File: src/rtl/uart_tx_pkg.sv
// -----------------------------------------------------------------------------
// uart_tx_pkg
// Shared definitions for the UART transmit frame controller:
//   - tx_state_e     : frame controller states (STOP2 is only used when the
//                      UART_TX_TWO_STOP_EN macro is defined)
//   - IDLE_LVL, START_LVL, STOP_LVL : serial line levels
//   - DATA_WIDTH_DEF : default number of data bits per frame
// -----------------------------------------------------------------------------
package uart_tx_pkg;

   typedef enum logic [2:0] {
      IDLE   = 3'd0,
      START  = 3'd1,
      DATA   = 3'd2,
      PARITY = 3'd3,
      STOP   = 3'd4,
      STOP2  = 3'd5
   } tx_state_e;

   localparam logic IDLE_LVL  = 1'b1;
   localparam logic START_LVL = 1'b0;
   localparam logic STOP_LVL  = 1'b1;

   localparam int DATA_WIDTH_DEF = 8;

endpackage : uart_tx_pkg

File: src/rtl/uart_tx_serializer.sv
// -----------------------------------------------------------------------------
// uart_tx_serializer
// Data shift register plus data-bit counter for the UART transmitter.
// bit_o always presents the next data bit to send (shift register LSB).
// Ports:
//   clk_i      : baud clock
//   rst_i      : synchronous active-high reset (clears register and counter)
//   load_i     : capture data_i into the shift register
//   data_i     : parallel data word
//   shift_i    : shift the register right by one (zero fill)
//   cnt_inc_i  : advance the data-bit counter
//   cnt_clr_i  : clear the data-bit counter (priority over cnt_inc_i)
//   bit_o      : current LSB of the shift register
//   done_o     : counter has reached the last data bit (DATA_WIDTH-1)
// -----------------------------------------------------------------------------
module uart_tx_serializer
   import uart_tx_pkg::*;
#(
   parameter int DATA_WIDTH = DATA_WIDTH_DEF
) (
   input  logic                  clk_i,
   input  logic                  rst_i,
   input  logic                  load_i,
   input  logic [DATA_WIDTH-1:0] data_i,
   input  logic                  shift_i,
   input  logic                  cnt_inc_i,
   input  logic                  cnt_clr_i,
   output logic                  bit_o,
   output logic                  done_o
);

   localparam int CNT_W = $clog2(DATA_WIDTH);
   localparam logic [CNT_W-1:0] CNT_LAST = CNT_W'(DATA_WIDTH - 1);

   logic [DATA_WIDTH-1:0] shift_q, shift_d;
   logic [CNT_W-1:0]      cnt_q, cnt_d;

   always_comb begin
      shift_d = shift_q;
      if (load_i) begin
         shift_d = data_i;
      end else if (shift_i) begin
         shift_d = {1'b0, shift_q[DATA_WIDTH-1:1]};
      end

      cnt_d = cnt_q;
      if (cnt_clr_i) begin
         cnt_d = '0;
      end else if (cnt_inc_i) begin
         cnt_d = cnt_q + CNT_W'(1);
      end
   end

   always_ff @(posedge clk_i) begin
      if (rst_i) begin
         shift_q <= '0;
         cnt_q   <= '0;
      end else begin
         shift_q <= shift_d;
         cnt_q   <= cnt_d;
      end
   end

   assign bit_o  = shift_q[0];
   assign done_o = (cnt_q == CNT_LAST);

endmodule : uart_tx_serializer

File: src/rtl/uart_tx_frame_ctrl.sv
// -----------------------------------------------------------------------------
// uart_tx_frame_ctrl
// UART transmit frame controller: one bit per CLK (baud clock). Frame is
// start bit, DATA_WIDTH data bits LSB first, optional parity bit (taken from
// the external parity calculator), and stop bit(s).
// Optional feature: define UART_TX_TWO_STOP_EN to send two stop bits.
// Ports:
//   CLK        : TX baud clock
//   RST        : synchronous active-high reset, aborts any frame in progress
//   P_DATA     : parallel data, sampled on accept
//   Data_Valid : send request, honoured only in IDLE
//   PAR_EN     : include parity bit, sampled on accept
//   par_bit    : parity from the parity calculator
//   par_ld     : load enable to the parity calculator (combinational)
//   TX_OUT     : serial line, idle high (registered)
//   Busy       : frame in progress (registered)
// -----------------------------------------------------------------------------
module uart_tx_frame_ctrl
   import uart_tx_pkg::*;
#(
   parameter int DATA_WIDTH = DATA_WIDTH_DEF
) (
   input  logic                  CLK,
   input  logic                  RST,
   input  logic [DATA_WIDTH-1:0] P_DATA,
   input  logic                  Data_Valid,
   input  logic                  PAR_EN,
   input  logic                  par_bit,
   output logic                  par_ld,
   output logic                  TX_OUT,
   output logic                  Busy
);

   tx_state_e state_q;
   logic      par_en_q;
   logic      tx_q;
   logic      busy_q;

   logic ser_load, ser_shift, ser_cnt_inc, ser_cnt_clr;
   logic ser_bit, ser_done;

   // Serializer control. The shift happens on the same edge that drives the
   // current LSB onto the line, so ser_bit is always the next bit to send.
   always_comb begin
      ser_load    = 1'b0;
      ser_shift   = 1'b0;
      ser_cnt_inc = 1'b0;
      ser_cnt_clr = 1'b0;
      case (state_q)
         IDLE:  ser_load  = Data_Valid;
         START: ser_shift = 1'b1;
         DATA: begin
            if (ser_done) begin
               ser_cnt_clr = 1'b1;
            end else begin
               ser_shift   = 1'b1;
               ser_cnt_inc = 1'b1;
            end
         end
         default: ;
      endcase
   end

   uart_tx_serializer #(
      .DATA_WIDTH (DATA_WIDTH)
   ) u_serializer (
      .clk_i     (CLK),
      .rst_i     (RST),
      .load_i    (ser_load),
      .data_i    (P_DATA),
      .shift_i   (ser_shift),
      .cnt_inc_i (ser_cnt_inc),
      .cnt_clr_i (ser_cnt_clr),
      .bit_o     (ser_bit),
      .done_o    (ser_done)
   );

   // Parity calculator captures P_DATA on the same edge as the accept.
   assign par_ld = (state_q == IDLE) & Data_Valid & ~RST;

   always_ff @(posedge CLK) begin
      if (RST) begin
         state_q  <= IDLE;
         tx_q     <= IDLE_LVL;
         busy_q   <= 1'b0;
         par_en_q <= 1'b0;
      end else begin
         case (state_q)
            IDLE: begin
               if (Data_Valid) begin
                  par_en_q <= PAR_EN;
                  state_q  <= START;
                  tx_q     <= START_LVL;
                  busy_q   <= 1'b1;
               end
            end
            START: begin
               state_q <= DATA;
               tx_q    <= ser_bit;
            end
            DATA: begin
               if (ser_done) begin
                  if (par_en_q) begin
                     state_q <= PARITY;
                     tx_q    <= par_bit;
                  end else begin
                     state_q <= STOP;
                     tx_q    <= STOP_LVL;
                  end
               end else begin
                  tx_q <= ser_bit;
               end
            end
            PARITY: begin
               state_q <= STOP;
               tx_q    <= STOP_LVL;
            end
`ifdef UART_TX_TWO_STOP_EN
            STOP: begin
               state_q <= STOP2;
               tx_q    <= STOP_LVL;
            end
            STOP2: begin
               state_q <= IDLE;
               tx_q    <= IDLE_LVL;
               busy_q  <= 1'b0;
            end
`else
            STOP: begin
               state_q <= IDLE;
               tx_q    <= IDLE_LVL;
               busy_q  <= 1'b0;
            end
`endif
            default: begin
               state_q <= IDLE;
               tx_q    <= IDLE_LVL;
               busy_q  <= 1'b0;
            end
         endcase
      end
   end

   assign TX_OUT = tx_q;
   assign Busy   = busy_q;

endmodule : uart_tx_frame_ctrl

File: config.mk
export PLATFORM = sky130hd
export DESIGN_NAME = uart_tx_frame_ctrl
export DESIGN_NICKNAME = d
export VERILOG_FILES = /design/src/rtl/uart_tx_pkg.sv /design/src/rtl/uart_tx_serializer.sv /design/src/rtl/uart_tx_frame_ctrl.sv
export SDC_FILE = /design/constraint.sdc
export NUM_CORES = 1
export LEC_CHECK = 0
export BUFFER_PORTS_ARGS = -buffer_cell sky130_fd_sc_hd__buf_4
export CORE_MARGIN = 2
export CORE_UTILIZATION = 25
export CTS_BUF_LIST = sky130_fd_sc_hd__clkbuf_4
export CTS_CLUSTER_DIAMETER = 200
export DETAILED_ROUTE_END_ITERATION = 16
export PLACE_DENSITY_LB_ADDON = 0.12
export RECOVER_POWER = 100
export REMOVE_ABC_BUFFERS = 1
export SLEW_MARGIN = 20
export SYNTH_ARGS = -nofsm -noshare
export SYNTH_HDL_FRONTEND = slang
export SYNTH_SLANG_ARGS = --single-unit
export TNS_END_PERCENT = 10
File: constraint.sdc
create_clock -name CLK -period 2 [get_ports CLK]
set_input_delay 0.4 -clock CLK [delete_from_list [all_inputs] [get_ports CLK]]
set_output_delay 0.4 -clock CLK [all_outputs]
set_load 0.01 [all_outputs]
# == After elaboration in Yosys (flattened, before gate mapping) ==
# Index checks and enable logic that the tools add are counted.
# classes
n_reduce_logical,7
n_eq_ne,6
add_sub_neg,1
mux,18
bitwise_logic,4
# op_table
op,n
2-to-1 mux 8 bit,2
one-hot mux 3 bit (4 select lines),1
2-to-1 mux 1 bit,9
2-to-1 mux 3 bit,3
"== test 3 x 2 -> 1 bit, second input constant",2
AND reduction 2 bit,3
"!= test 2 bit, second input constant",2
one-hot mux 1 bit (2 select lines),2
"adder 3 x 1 -> 3 bit, second input constant",1
"== test 3 x 1 -> 1 bit, second input constant",1
"== test 3 bit, second input constant",1
zero test 3 bit,1
one-hot mux 1 bit (3 select lines),1
OR reduction 3 bit,1
AND 1 bit,2
inverter 1 bit,2
nonzero test 2 bit,1
OR reduction 2 bit,1
# word_totals
ff_bits,17
input_bits,13
elab_cells,42

# == Logic depth before layout (Yosys ltp) ==
# Gate-level depths: netlist of run 1.
# depth
ltp_word,5
ltp_mapped,5

# == Cells and area by module ==
# Synthesis of run 1 repeated with hierarchy kept, for this count alone.
# unflattened
hier_cells,82
hier_area_um2,842.1
# by_module_without_submodules
module,area_per_inst_um2,cells_per_inst,seq_area_each_um2,n_inst
uart_tx_serializer,495.5,46,220.2,1
uart_tx_frame_ctrl,346.6,36,120.1,1

# == Least setup slack after synthesis of run 1 ==
# No wires, ideal clock.
# synth_timing
kind,reg2reg
from,register u_serializer.cnt_q[0]
to,register u_serializer.shift_q[4]
stages_incl_launch_ff,6
period_less_slack_ns,1.541
required_ns,1.867
arrival_time_ns,1.408
path_buffers,0
slack_ns,0.459
path_cell_list,dfxtp_1 > ha_1 > ha_1 > nor4b_4 > a21o_4 > a211oi_1
# synth_between
elab_chain_len,4
# synth_rtl
item,line,text
from (decl),uart_tx_serializer.sv:36,"logic [CNT_W-1:0] cnt_q, cnt_d;"
from (signal assigned),uart_tx_serializer.sv:60,cnt_q <= cnt_d;
== test 3 bit,uart_tx_serializer.sv:65,assign done_o = (cnt_q == CNT_LAST);
2-to-1 mux 1 bit,uart_tx_frame_ctrl.sv:53,if (ser_done) begin
one-hot mux 1 bit (2 select lines),uart_tx_frame_ctrl.sv:49,case (state_q)
nonzero test 2 bit (no line),-,
to (signal assigned),uart_tx_serializer.sv:59,shift_q <= shift_d;
to (decl),uart_tx_serializer.sv:35,"logic [DATA_WIDTH-1:0] shift_q, shift_d;"
# Every way passes these cells.
# A chain may end at the register's enable or synchronous reset.

# == Worst setup path after layout of run 1 ==
# layout_timing
from,register state_q[2]
to,output par_ld
# layout_between
elab_chain_len,3
# layout_rtl
item,line,text
from (decl),uart_tx_frame_ctrl.sv:34,tx_state_e state_q;
from (signal assigned),uart_tx_frame_ctrl.sv:83,state_q <= IDLE;
from (signal assigned),uart_tx_frame_ctrl.sv:92,state_q <= START;
from (signal assigned),uart_tx_frame_ctrl.sv:98,state_q <= DATA;
zero test 3 bit,uart_tx_frame_ctrl.sv:79,assign par_ld = (state_q == IDLE) & Data_Valid & ~RST;
AND 1 bit (2 in series),uart_tx_frame_ctrl.sv:79,
to (decl),uart_tx_frame_ctrl.sv:29,"output logic par_ld,"
# Every way passes these cells.

==> flow_summary.ini, run 1 <==
[run_status]
status = finished clean

[cells_and_area]
nFillCells = 384
final_util = 0.305
drive_gt1_frac = 0.280
fin_nets = 123
fin_cells = 155
area.growth.synth_to_final_pct = 19.1
antenna_cells = 0

[setup_path]
start_kind = flop
end_kind = output pin
slowest_delay_ps = 460
cp_max_fo = 10
timing.rr.end = u_serializer.shift_q[4]$_SDFFE_PP0P_
timing.rr.start = u_serializer.cnt_q[0]$_SDFFE_PP0N_
worstPathArrival_ps = 1460
worst-setup-path-type = flop to output pin
cp_slowest_cell = dfxtp_1
ff2ff_path_depth = 5
cp.required_ps = 1600
r2r_slack_ps = 210
path_cells = nor4b_4, and2_1, buf_4

[timing]
tns_ps = 0
rsz0062_at_grt = false
period_needed_ps = 1860
worst_slew_pin_slew_ps = 574
fin_crit_sh = 0.932
setup_viol = 0
finalHoldViolations = 0
maxSlewViolCount = 0
max_freq_mhz = 537
clock_skew_ps = 7.35
slew_headroom = 0.616

[min_path]
min_from = PAR_EN
hp-class = primary input to flop
whs_path_depth = 3
holdPathEnd = par_en_q$_SDFFE_PP0P_

[clocking]
postCtsSetupBuffers = 0
path_clk_slew_ps = 110
clock-root-buffer = clkbuf_4
ctsResizeCount = 0
numCtsBuffers = 3
cts_tree = yes
cts.sinks = 17
ctsHtreeMaxLevel = 1
clockBufferDepth = 2
cts_hold_buf = 0
clk_latency_ps = 300

[logic_synthesis]
synth_top_family_by_area = compound AO/OA/AOI/OAI gates
synthSimpleGateAreaFrac = 0.214
ys.flop_type = dfxtp_1
yosys.cell_types.count = 29
yosys_warnings = 0
synth_fa_ha_area_frac = 0.0271
synth_edf_count = 0
ys_ff_latch = 17
synth.area.mux_share = 0.0977
yosysSeqAreaShare = 0.369
synth-xor-area-share = 0
async_reset_ff_frac = 0
synth.avg_cell_area_um2 = 10.1
syn_area_um2 = 922
synthCells = 91
synth_compound_area_frac = 0.231

[job]
cap_violations = 0

[global_route]
gr-total-overflow = 0
first_global_vias = 728
grt_max_degree = 18
grt_pass1_wl_um = 3440
grt_usage = 0.107
antenna_found_initial = 0

[placement]
gp_congestion = 0.718
portBuffers = 15
dp_hpwl_um = 1430
dp.cells = 151

[floorplan]
die_w_um = 64.7
core_area_mm2 = 0.00361
die_h_um = 64.7
placementRows = 22
io-pin-count = 16
initial_core_util = 0.256
dieArea_mm2 = 0.00419

[power]
ir_drop_v = 0.000182
clkPwrFrac = 0.264
p_sw_frac = 0.294
pwr-share-comb = 0.240
seqPwrFrac = 0.496
power.leakage_uw = 0.000408
power_switching_uw = 231
powerDensity_mw_per_mm2 = 716
total_power_uw = 787
p_int_uw = 555

[detailed_routing]
drtAntennaViolNets = 0
vias = 707
avgViaCountPerCell = 4.56
drtIter0Drc = 19
drcViolationCount = 0
drt-total-wl_um = 2030
drt_pre_antenna_iters = 4
wire_per_inst_um = 13.1
[cells in the final DEF, fill, tap and decap left out, types with 2 or more instances in the layout]
| cell type | instances |
|---|---|
| ha_1 | 2 |
| a211oi_1 | 8 |
| mux2i_1 | 9 |
| a21oi_1 | 6 |
| nand3b_1 | 2 |
| buf_4 | 16 |
| nor2_1 | 5 |
| nor2b_1 | 3 |
| nand2_1 | 3 |
| nor4b_4 | 2 |
| clkbuf_1 | 3 |
| clkbuf_4 | 4 |
| dfxtp_1 | 17 |
| inv_1 | 3 |
| a211oi_2 | 6 |
| nand2b_1 | 2 |
| nor3b_1 | 3 |
| nor3_1 | 2 |
[registers in the layout, indices dropped and copies added, names as in the netlist]
name and count:
u_serializer.shift_q 8, Busy 1, u_serializer.cnt_q 3, state_q 3, par_en_q 1, TX_OUT 1
[per-stage QoR]
stage	hold slack, ps	cell area (um^2)	setup WS (ps)
finish	342	1100	136
global route	358	1100	2.48
CTS	340	1110	96.7
detailed placement	454	1080	245
global placement	451	1080	284
floorplan	430	877	253
[worst max-delay path, delay by kind of cell, from the launching register on]
| kind | cells | cell delay, ps |
|---|---|---|
| DFF | 1 | 460 |
| and+or+nand+nor | 2 | 590 |
| buffers and inverters | 1 | 110 |
[synth_stat cells, types with 2 or more instances]
cell type | count | area, um^2
dfxtp_1 | 17 | 340
mux2i_1 | 9 | 90.1
a211oi_1 | 8 | 60.1
a211oi_2 | 6 | 75.1
a21oi_1 | 6 | 30.0
nor2_1 | 5 | 18.8
buf_2 | 3 | 15.0
inv_1 | 3 | 11.3
nand2_1 | 3 | 11.3
nor2b_1 | 3 | 18.8
nor3b_1 | 3 | 22.5
buf_6 | 2 | 22.5
clkbuf_1 | 2 | 7.51
ha_1 | 2 | 25.0
nand2b_1 | 2 | 12.5
nand3b_1 | 2 | 15.0
nor3_1 | 2 | 10.0
nor4b_4 | 2 | 47.6
[metal layers]
layer,vias to the layer above,track usage,share of wire
met5,-,0,0
li1,368,-,-
met1,329,0.139,0.51
met3,2,0.0191,0.031
met4,0,0.0638,0.014
met2,8,0.164,0.45
[area by class of cell]
| type | instances | area (um^2) | area share |
|---|---|---|---|
| Clock buffer | 4 | 30.0 | 0.0273 |
| Inverter | 3 | 11.3 | 0.0103 |
| Multi-Input combinational cell | 64 | 526 | 0.478 |
| Sequential cell | 17 | 340 | 0.310 |
| Tap cell | 48 | 60.1 | 0.0547 |
| Timing Repair Buffer | 19 | 131 | 0.120 |
[power by group through the flow]
| stage | Clock, uW | Combinational [uW] | Sequential [uW] |
|---|---|---|---|
| after global placement | 0 | 195 | 398 |
| after detailed placement | 0 | 196 | 398 |
| after global routing | 225 | 210 | 395 |
| final | 208 | 189 | 390 |
| after floorplan | 0 | 121 | 401 |
| after CTS | 214 | 196 | 390 |
[worst max-delay path by stage]
stage                     cells after the start                               start  slack (ps)                              endpoint
after global placement                        5  u_serializer.cnt_q[0]$_SDFFE_PP0N_         280  u_serializer.shift_q[4]$_SDFFE_PP0P_
after detailed placement                      5  u_serializer.cnt_q[0]$_SDFFE_PP0N_         250  u_serializer.shift_q[4]$_SDFFE_PP0P_
after floorplan                               2             state_q[0]$_SDFFE_PP0P_         250                                par_ld
after global routing                          3             state_q[2]$_SDFFE_PP0P_           2                                par_ld
final                                         3             state_q[2]$_SDFFE_PP0P_         140                                par_ld
after CTS                                     3             state_q[2]$_SDFFE_PP0P_         100                                par_ld
[kinds of logic (layout without fill, tap and decap cells)]
family | Yosys count | count (layout)
AOI/OAI and AO/OA | 25 | 25
adders and majority gates | 2 | 2
and+or+nand+nor | 28 | 28
muxes | 9 | 9
buffers and inverters | 10 | 26
DFF | 17 | 17
Power figures use the tool's default switching activity.
==> inputs of run 2 (changes only) <==
==> constraint.sdc (replaced) <==
create_clock -name CLK -period 2 [get_ports CLK]
set_input_delay 0 -clock CLK [delete_from_list [all_inputs] [get_ports CLK]]
set_output_delay 0 -clock CLK [all_outputs]
set_load 0.01 [all_outputs]
==> run 2 against run 1 <==
  * Clock power is 2% lower
  * Via count increased by 0.71%
  * Die area unchanged
  * Worst setup slack better by 81 ps
  * Critical path type is now flop to flop
  * First-iteration DRC count rose to 2.5 times the previous value
  * Clock skew decreased by 5.5 ps
  * Sequential power grew 2%
  * Critical path depth grew 2
  * Global-route usage is 0.085 points lower
==> flow_summary.ini, run 2 (synthesis gave the netlist of run 1 again) <==
[placement]
dp_hpwl_um = 1330
gp_congestion = 0.729
post-place-ws_ps = 209
portBuffers = 15

[setup_path]
path_cells = ha_1, ha_1, nor4b_4, a211oi_1, a211oi_1
cp_max_fo = 9
cp.required_ps = 2210
slowest_delay_ps = 550
worst-setup-path-type = flop to flop
cp_top_family = simple AND/OR/NAND/NOR gates
worstPathArrival_ps = 1990
worst-path-buf-inv = 0
end_kind = flop
cp_slowest_cell = nor4b_4
start_kind = flop

[cells_and_area]
antenna_cells = 0
largest_registers = u_serializer.shift_q x8, state_q x3, u_serializer.cnt_q x3
seq_area_um2 = 340
fin_nets = 122
largest_register_ffs = 8
multi_input_area_um2 = 510
drive_gt1_frac = 0.255
nFillCells = 402
final_cell_mix = 17 x dfxtp_1, 13 x buf_4, 9 x mux2i_1
final_common_cell = dfxtp_1
area.growth.synth_to_final_pct = 17.4
top_register = u_serializer.shift_q

[timing]
worst_slew_pin_slew_ps = 590
tns_ps = 0
max_freq_mhz = 561
fin_crit_sh = 0.892
layout_setup_ws_ps = 217
maxSlewViolCount = 0
period_needed_ps = 1780
rsz0062_at_grt = false
finalHoldViolations = 0
slew_headroom = 0.605
clock_skew_ps = 1.82
setup_viol = 0

[detailed_routing]
drtIter0Drc = 48
drcViolationCount = 0
vias = 712
avgViaCountPerCell = 4.62
drt_pre_antenna_iters = 4
wire_per_inst_um = 12.8
drtAntennaViolNets = 0
drt-total-wl_um = 1970

[global_route]
antenna_found_initial = 0
grt_usage = 0.106
first_global_vias = 749
gr-total-overflow = 0
grt_pass1_wl_um = 3440
grt_max_degree = 18

[clocking]
ctsHtreeMaxLevel = 1
clk_latency_ps = 290
path_clk_slew_ps = 100
cts_hold_buf = 2
cts.sinks = 17
clockBufferDepth = 2
postCtsSetupBuffers = 0
clock-root-buffer = clkbuf_4
numCtsBuffers = 3
ctsResizeCount = 0
cts_tree = yes

[min_path]
hp-class = primary input to flop

[floorplan]
io-pin-count = 16
die_w_um = 64.7
placementRows = 22
core_area_mm2 = 0.00361
dieArea_mm2 = 0.00419
die_h_um = 64.7
initial_core_util = 0.256

[run_status]
status = finished clean

[power]
powerDensity_mw_per_mm2 = 714
power.leakage_uw = 0.000395
ir_drop_v = 0.000162

[job]
cap_violations = 0
## run 2: metal layers
metal / routed length [um] / share of wire / track usage
met1: 944 / 0.48 / 0.130
met2: 961 / 0.49 / 0.180
met3: 62 / 0.032 / 0.0174
met4: 0 / 0 / 0.0479
met5: 0 / 0 / 0
## run 2: worst register-to-register path, cell delays in order, from the launching register on
cell and delay, ps:
dfxtp_1 340, ha_1 190, ha_1 270, nor4b_4 550, a211oi_1 110, a211oi_1 250
## run 2: stage by stage
| stage | total power [uW] | cells | area (um^2) | hold slack (ps) | util |
|---|---|---|---|---|---|
| 2_1_floorplan | 522 | 84 | 877 | 64.6 | - |
| 3_3_place_gp | 585 | 148 | 1060 | 240 | 0.293 |
| 3_5_place_dp | 586 | 148 | 1060 | 250 | 0.293 |
| 4_1_cts | 798 | 154 | 1110 | 24.0 | 0.307 |
| 5_1_grt | 826 | 154 | 1080 | 24.6 | 0.300 |
| 6_report | 773 | 154 | 1080 | 29.9 | 0.300 |
## run 2: area by class of cell
| type | instances | share of cell area |
|---|---|---|
| clock buffers | 4 | 0.0277 |
| inverters | 3 | 0.0104 |
| multi-input cells | 64 | 0.472 |
| flip-flops and latches | 17 | 0.314 |
| well taps | 48 | 0.0555 |
| repair buffers | 18 | 0.120 |
## run 2: final timing paths
kind | startpoint | endpoint | slack (ps) | depth (start not counted)
setup / recovery | u_serializer.cnt_q[0]$_SDFFE_PP0N_ | u_serializer.shift_q[4]$_SDFFE_PP0P_ | 220 | 5
setup reg to reg | u_serializer.cnt_q[0]$_SDFFE_PP0N_ | u_serializer.shift_q[4]$_SDFFE_PP0P_ | 220 | 5
hold reg to reg | u_serializer.cnt_q[2]$_SDFFE_PP0N_ | u_serializer.cnt_q[2]$_SDFFE_PP0N_ | 460 | 2
hold / removal | RST | u_serializer.shift_q[1]$_SDFFE_PP0P_ | 30 | 2
## run 2: power by group
part           internal, uW  switching, uW  leakage (uW)
combinational          88.0           85.1      0.000236
sequential              370           26.3      0.000140
clock                  91.1            113     0.0000184
total                   549            224      0.000395
